## src/rtl/keypad_scanner.sv

```systemverilog
// keypad_scanner: 4x4 matrix keypad column scanner with debounce, hex key strobe
// and a 4-digit BCD entry register that feeds the 7-segment display driver.
module keypad_scanner #(
    parameter int SCAN_DIV       = 100000,
    parameter int DEBOUNCE_SCANS = 4
) (
    input  logic       clk,
    input  logic       rst_n,
    input  logic [3:0] row_n,
    output logic [3:0] col_n,
    output logic [3:0] key_code,
    output logic       key_valid,
    output logic       key_held,
    output logic [3:0] units,
    output logic [3:0] tens,
    output logic [3:0] hundreds,
    output logic [3:0] thousands
);

    localparam int PW = (SCAN_DIV > 1) ? $clog2(SCAN_DIV) : 1;
    localparam logic [PW-1:0] PRESC_MAX = PW'(SCAN_DIV - 1);
    localparam logic [3:0] DS = 4'(DEBOUNCE_SCANS);
    localparam logic [1:0] IDLE     = 2'd0;
    localparam logic [1:0] DEBOUNCE = 2'd1;
    localparam logic [1:0] PRESSED  = 2'd2;
    // nibble index is {row, col}
    localparam logic [63:0] KEY_MAP = 64'hDEF0_C987_B654_A321;

    logic [3:0]    row_meta, row_sync;
    logic [PW-1:0] presc;
    logic [1:0]    col_idx, next_col, low_row, state;
    logic          sample, scan_end, col_hit, found, res_valid, accept, release_done;
    logic [3:0]    col_code, found_code, res_code, cand, count, count_inc;

    always_comb begin
        sample       = presc == PRESC_MAX;
        scan_end     = sample && col_idx == 2'd3;
        next_col     = col_idx + 2'd1;
        col_hit      = row_sync != 4'hF;
        low_row      = !row_sync[0] ? 2'd0 : !row_sync[1] ? 2'd1 : !row_sync[2] ? 2'd2 : 2'd3;
        col_code     = KEY_MAP[{low_row, col_idx, 2'b00} +: 4];
        res_valid    = found || col_hit;
        res_code     = found ? found_code : col_code;
        count_inc    = (count < DS) ? count + 4'd1 : count;
        accept       = scan_end && res_valid &&
                       (state == IDLE ? DS == 4'd1 :
                        state == DEBOUNCE && res_code == cand && count_inc == DS);
        release_done = scan_end && state == PRESSED && !res_valid && count_inc == DS;
    end

    always_ff @(posedge clk or negedge rst_n) begin
        if (!rst_n) begin
            row_meta <= 4'hF;
            row_sync <= 4'hF;
        end else begin
            row_meta <= row_n;
            row_sync <= row_meta;
        end
    end

    always_ff @(posedge clk or negedge rst_n) begin
        if (!rst_n) begin
            presc   <= '0;
            col_idx <= 2'd0;
            col_n   <= 4'b1110;
        end else begin
            presc <= sample ? '0 : presc + 1'b1;
            if (sample) begin
                col_idx <= next_col;
                col_n   <= ~(4'b0001 << next_col);
            end
        end
    end

    // First hit of the scan is latched; later keys in the same scan are ignored
    always_ff @(posedge clk or negedge rst_n) begin
        if (!rst_n) begin
            found      <= 1'b0;
            found_code <= 4'd0;
        end else if (sample) begin
            if (col_idx == 2'd3) begin
                found <= 1'b0;
            end else if (!found && col_hit) begin
                found      <= 1'b1;
                found_code <= col_code;
            end
        end
    end

    always_ff @(posedge clk or negedge rst_n) begin
        if (!rst_n) begin
            state <= IDLE;
            cand  <= 4'd0;
            count <= 4'd0;
        end else if (scan_end) begin
            case (state)
                IDLE: if (res_valid) begin
                    cand  <= res_code;
                    count <= accept ? 4'd0 : 4'd1;
                    state <= accept ? PRESSED : DEBOUNCE;
                end
                DEBOUNCE: if (!res_valid) begin
                    state <= IDLE;
                    count <= 4'd0;
                end else if (res_code != cand) begin
                    cand  <= res_code;
                    count <= 4'd1;
                end else if (accept) begin
                    state <= PRESSED;
                    count <= 4'd0;
                end else begin
                    count <= count_inc;
                end
                PRESSED: if (res_valid) begin
                    count <= 4'd0;
                end else if (release_done) begin
                    state <= IDLE;
                    count <= 4'd0;
                end else begin
                    count <= count_inc;
                end
                default: begin
                    state <= IDLE;
                    count <= 4'd0;
                end
            endcase
        end
    end

    always_ff @(posedge clk or negedge rst_n) begin
        if (!rst_n) begin
            key_code  <= 4'd0;
            key_valid <= 1'b0;
            key_held  <= 1'b0;
            units     <= 4'd0;
            tens      <= 4'd0;
            hundreds  <= 4'd0;
            thousands <= 4'd0;
        end else begin
            key_valid <= accept;
            key_held  <= accept ? 1'b1 : release_done ? 1'b0 : key_held;
            if (accept) begin
                key_code <= res_code;
                if (res_code <= 4'd9) begin
                    thousands <= hundreds;
                    hundreds  <= tens;
                    tens      <= units;
                    units     <= res_code;
                end else if (res_code == 4'hC) begin
                    thousands <= 4'd0;
                    hundreds  <= 4'd0;
                    tens      <= 4'd0;
                    units     <= 4'd0;
                end
            end
        end
    end

endmodule
```

## config.mk

```make
export PLATFORM = sky130hd
export DESIGN_NAME = keypad_scanner
export DESIGN_NICKNAME = d
export VERILOG_FILES = /design/src/rtl/keypad_scanner.sv
export SDC_FILE = /design/constraint.sdc
export NUM_CORES = 1
export LEC_CHECK = 0
export ABC_AREA = 0
export BUFFER_PORTS_ARGS = -buffer_cell sky130_fd_sc_hd__buf_2
export CORE_ASPECT_RATIO = 1.75
export CORE_UTILIZATION = 45
export DETAILED_ROUTE_END_ITERATION = 16
export HOLD_SLACK_MARGIN = 0.03
export PLACE_DENSITY_LB_ADDON = 0.15
export SKIP_CTS_REPAIR_TIMING = 1
export SYNTH_ARGS = -nofsm -noshare
export SYNTH_HDL_FRONTEND = slang
export SYNTH_SLANG_ARGS = --single-unit
```

## constraint.sdc

```tcl
create_clock -name clk -period 6.4 [get_ports clk]
set_clock_uncertainty 0.2 [all_clocks]
set_input_delay 0 -clock clk [delete_from_list [all_inputs] [get_ports clk]]
set_output_delay 0 -clock clk [all_outputs]
set_load 0.005 [all_outputs]
```

==> flow_summary.ini <==
[detailed_routing]
remaining_drc_errors = 0
wl_per_cell_um = 16.27
first_pass_iters = 4
vias = 2477
drt_iter0_drc = 178
routed_wl_mm = 7.125
antenna_left = 0
viasPerCell = 5.655

[critical_path]
path_class = flop to flop
timing.reg2reg.worst_path_depth = 9
end_kind = flop
cp-start-kind = flop
critPathArrivalTime_ns = 3.63
crit_fanout = 8
worstPathRequired_ns = 6.42

[floorplanning]
start_util_pct = 47.30
die_y_um = 115.1
ios = 32
fp.coreArea_mm2 = 0.006957
dieArea_mm2 = 0.007672
rows = 40
die_width_um = 66.64

[yosys]
ys.flop_type = dfrtp_1
yosys_warnings = 0
synth_top_family_by_area = simple AND/OR/NAND/NOR gates
synth_xor_area_share_pct = 4.525
yosysSeqAreaShare_pct = 52.13
synth-simple-area-share_pct = 19.28
syn_area_per_cell_um2 = 10.62
synth_compound_area_share_pct = 16.16
synth.area.mux_share_pct = 2.662
netlist-cell-type-count = 62
syn_inst = 310
synth_top_cell_area_share_pct = 43.35
syn-num-nets = 324
async_flop_share_pct = 100.0
synth-adder-area-share_pct = 3.042
synth.largest_area_cell = dfrtp_1
synth_seq_cells = 68
ys_top_cells_by_area = dfrtp_1 43%, dfstp_2 8.8%, nand2_1 4.0%
synth_edf_count = 0
syn_area_mm2 = 0.003291

[pwr]
p_int_mw = 0.7881
power_density_mw_per_mm2 = 256.7
pwr-share-seq_pct = 43.8
p_switching_mw = 0.2124
vdd.ir_drop.worst_mv = 0.1902
swShare_pct = 21.23
power.share.clock_pct = 53.2
power.leakage_nw = 1.833
p_comb_share_pct = 3.1

[hold_path]
hp-class = input pin to flop
hold_path_depth = 2

[grt]
track_usage_pct = 20.92
grt_pass1_wl_mm = 11.76
grt_max_degree = 69
grt_pass1_vias = 2407
gr-total-overflow = 0
antenna_found_initial = 0

[timing]
fin_setup_tns_ns = 0
worst_pin_slew_ns = 0.8455
final-hold-violation-count = 0
slew_headroom_pct = 43.63
slew_violations = 0
max_freq_mhz = 276.9
fin_crit_ns = 3.611
fin_crit_sh_pct = 56.42
rsz0062_at_grt = false
final-setup-viol-count = 0

[finish]
fin_cells = 438
mostFrequentLayoutCell = dfrtp_1
final_cell_mix = 57 x dfrtp_1, 35 x nand2_1, 31 x buf_2
drive_above_1_share_pct = 21.19
antenna_cells = 0
syn_to_final_growth_pct = 18.44
regArea_mm2 = 0.001715
multi_input_area_mm2 = 0.001503
nets = 363
fill_cells = 615

[clocking]
clk_pin_slew_ns = 0.06
cts-buffers-inserted = 9
cts_tree = built
clkLatencyLatePin_ns = 0.33
root_buffer = clkbuf_16
clockBufferDepth = 2
htree_levels = 3
cts_num_sinks = 68

[placed_design]
io_buffers = 31
place_inst = 417
post-dp-hpwl_mm = 5.013
routabilityCongestion = 0.8811

[outcome]
status = finished clean

[job]
maxCapViolations = 0
final cells by class:
class,count,share of cell area (%)
Clock buffer,9,5.778
Clock inverter,7,2.536
Inverter,8,0.7705
Multi-Input combinational cell,224,38.56
Sequential cell,68,44.01
Tap cell,84,2.697
Timing Repair Buffer,38,5.650
state kept, by name, indices dropped and copies added (netlist names):
signal and cells:
key_code 4, hundreds 4, row_meta 4, col_idx 2
row_sync 4, found_code 4, found 1, key_valid 1
cand 4, thousands 4, presc 17, count 4
col_n 4, state 2, key_held 1, units 4
tens 4
cell usage after synthesis (2+ instances only):
cell type	n
a211o_1	3
a211oi_1	3
a21boi_0	2
a21oi_1	5
a22o_1	14
a31oi_1	3
a41oi_1	2
and2_1	2
and3_1	3
and3b_1	2
clkbuf_1	8
dfrtp_1	57
dfstp_2	11
ha_1	8
inv_1	7
mux2_2	6
mux2i_1	2
nand2_1	35
nand2b_1	2
nand3_1	10
nand4_1	4
nand4b_1	2
nor2_1	27
nor2b_1	2
nor3_1	6
nor3b_1	4
nor4_1	3
o21a_1	3
o21ai_0	18
o21bai_1	2
o311ai_0	2
o31ai_1	5
or4_1	3
xnor2_1	8
xor2_1	9
metrics by stage:
step	utilization [%]	power (mW)	setup slack [ns]	cell area (um^2)	hold WS [ns]
after global placement	50.65	0.4740	2.813	3523	-0.09466
after detailed placement	50.65	0.4745	2.788	3523	-0.09386
after global routing	56.03	1.030	2.465	3897	0.1084
after CTS	55.31	1.009	2.769	3847	-0.4466
after floorplan	-	0.4593	3.514	3291	-0.4956
final	56.03	1.001	2.789	3897	0.1042
worst max-delay path, cell delays in order (launching register included):
cell	delay, ns
dfrtp_1	0.42
inv_1	0.14
ha_1	0.27
and3_1	0.23
o31ai_2	0.50
xor2_1	0.22
a211oi_1	0.63
nand2_1	0.34
inv_2	0.20
mux2_2	0.34
cell families after synthesis:
group	after synthesis
flops	68
fa+ha+maj	8
mux	8
xor+xnor	17
buf+inv	18
simple gates	117
compound gates	74
power by group through the flow:
stage	Combinational, mW	Sequential [mW]	Clock [mW]
global route	0.0346	0.438	0.557
finish	0.0306	0.438	0.532
detailed placement	0.0290	0.446	0
global placement	0.0286	0.445	0
floorplan	0.0161	0.443	0
CTS	0.0292	0.438	0.542
per-layer routing:
layer	vias up	track usage [%]	wire length, um
li1	1210	-	-
met5	-	0	0
met4	0	15.18	269
met2	48	34.75	3771
met3	20	3.571	168
met1	1199	23.51	2915
worst paths after layout:
path	startpoint	endpoint	slack, ns
max	col_idx[0]$_DFFE_PN0N_	key_code[2]$_DFFE_PN0P_	2.79
min	row_n[3]	row_meta[3]$_DFF_PN1_	0.10
max reg2reg	col_idx[0]$_DFFE_PN0N_	key_code[2]$_DFFE_PN0P_	2.79
min reg2reg	row_meta[1]$_DFF_PN1_	row_sync[1]$_DFF_PN1_	0.15
max in group asynchronous	rst_n	state[0]$_DFFE_PN0P_	5.25
min in group asynchronous	rst_n	count[3]$_DFFE_PN0P_	0.17
(Power assumes the default switching activity.)
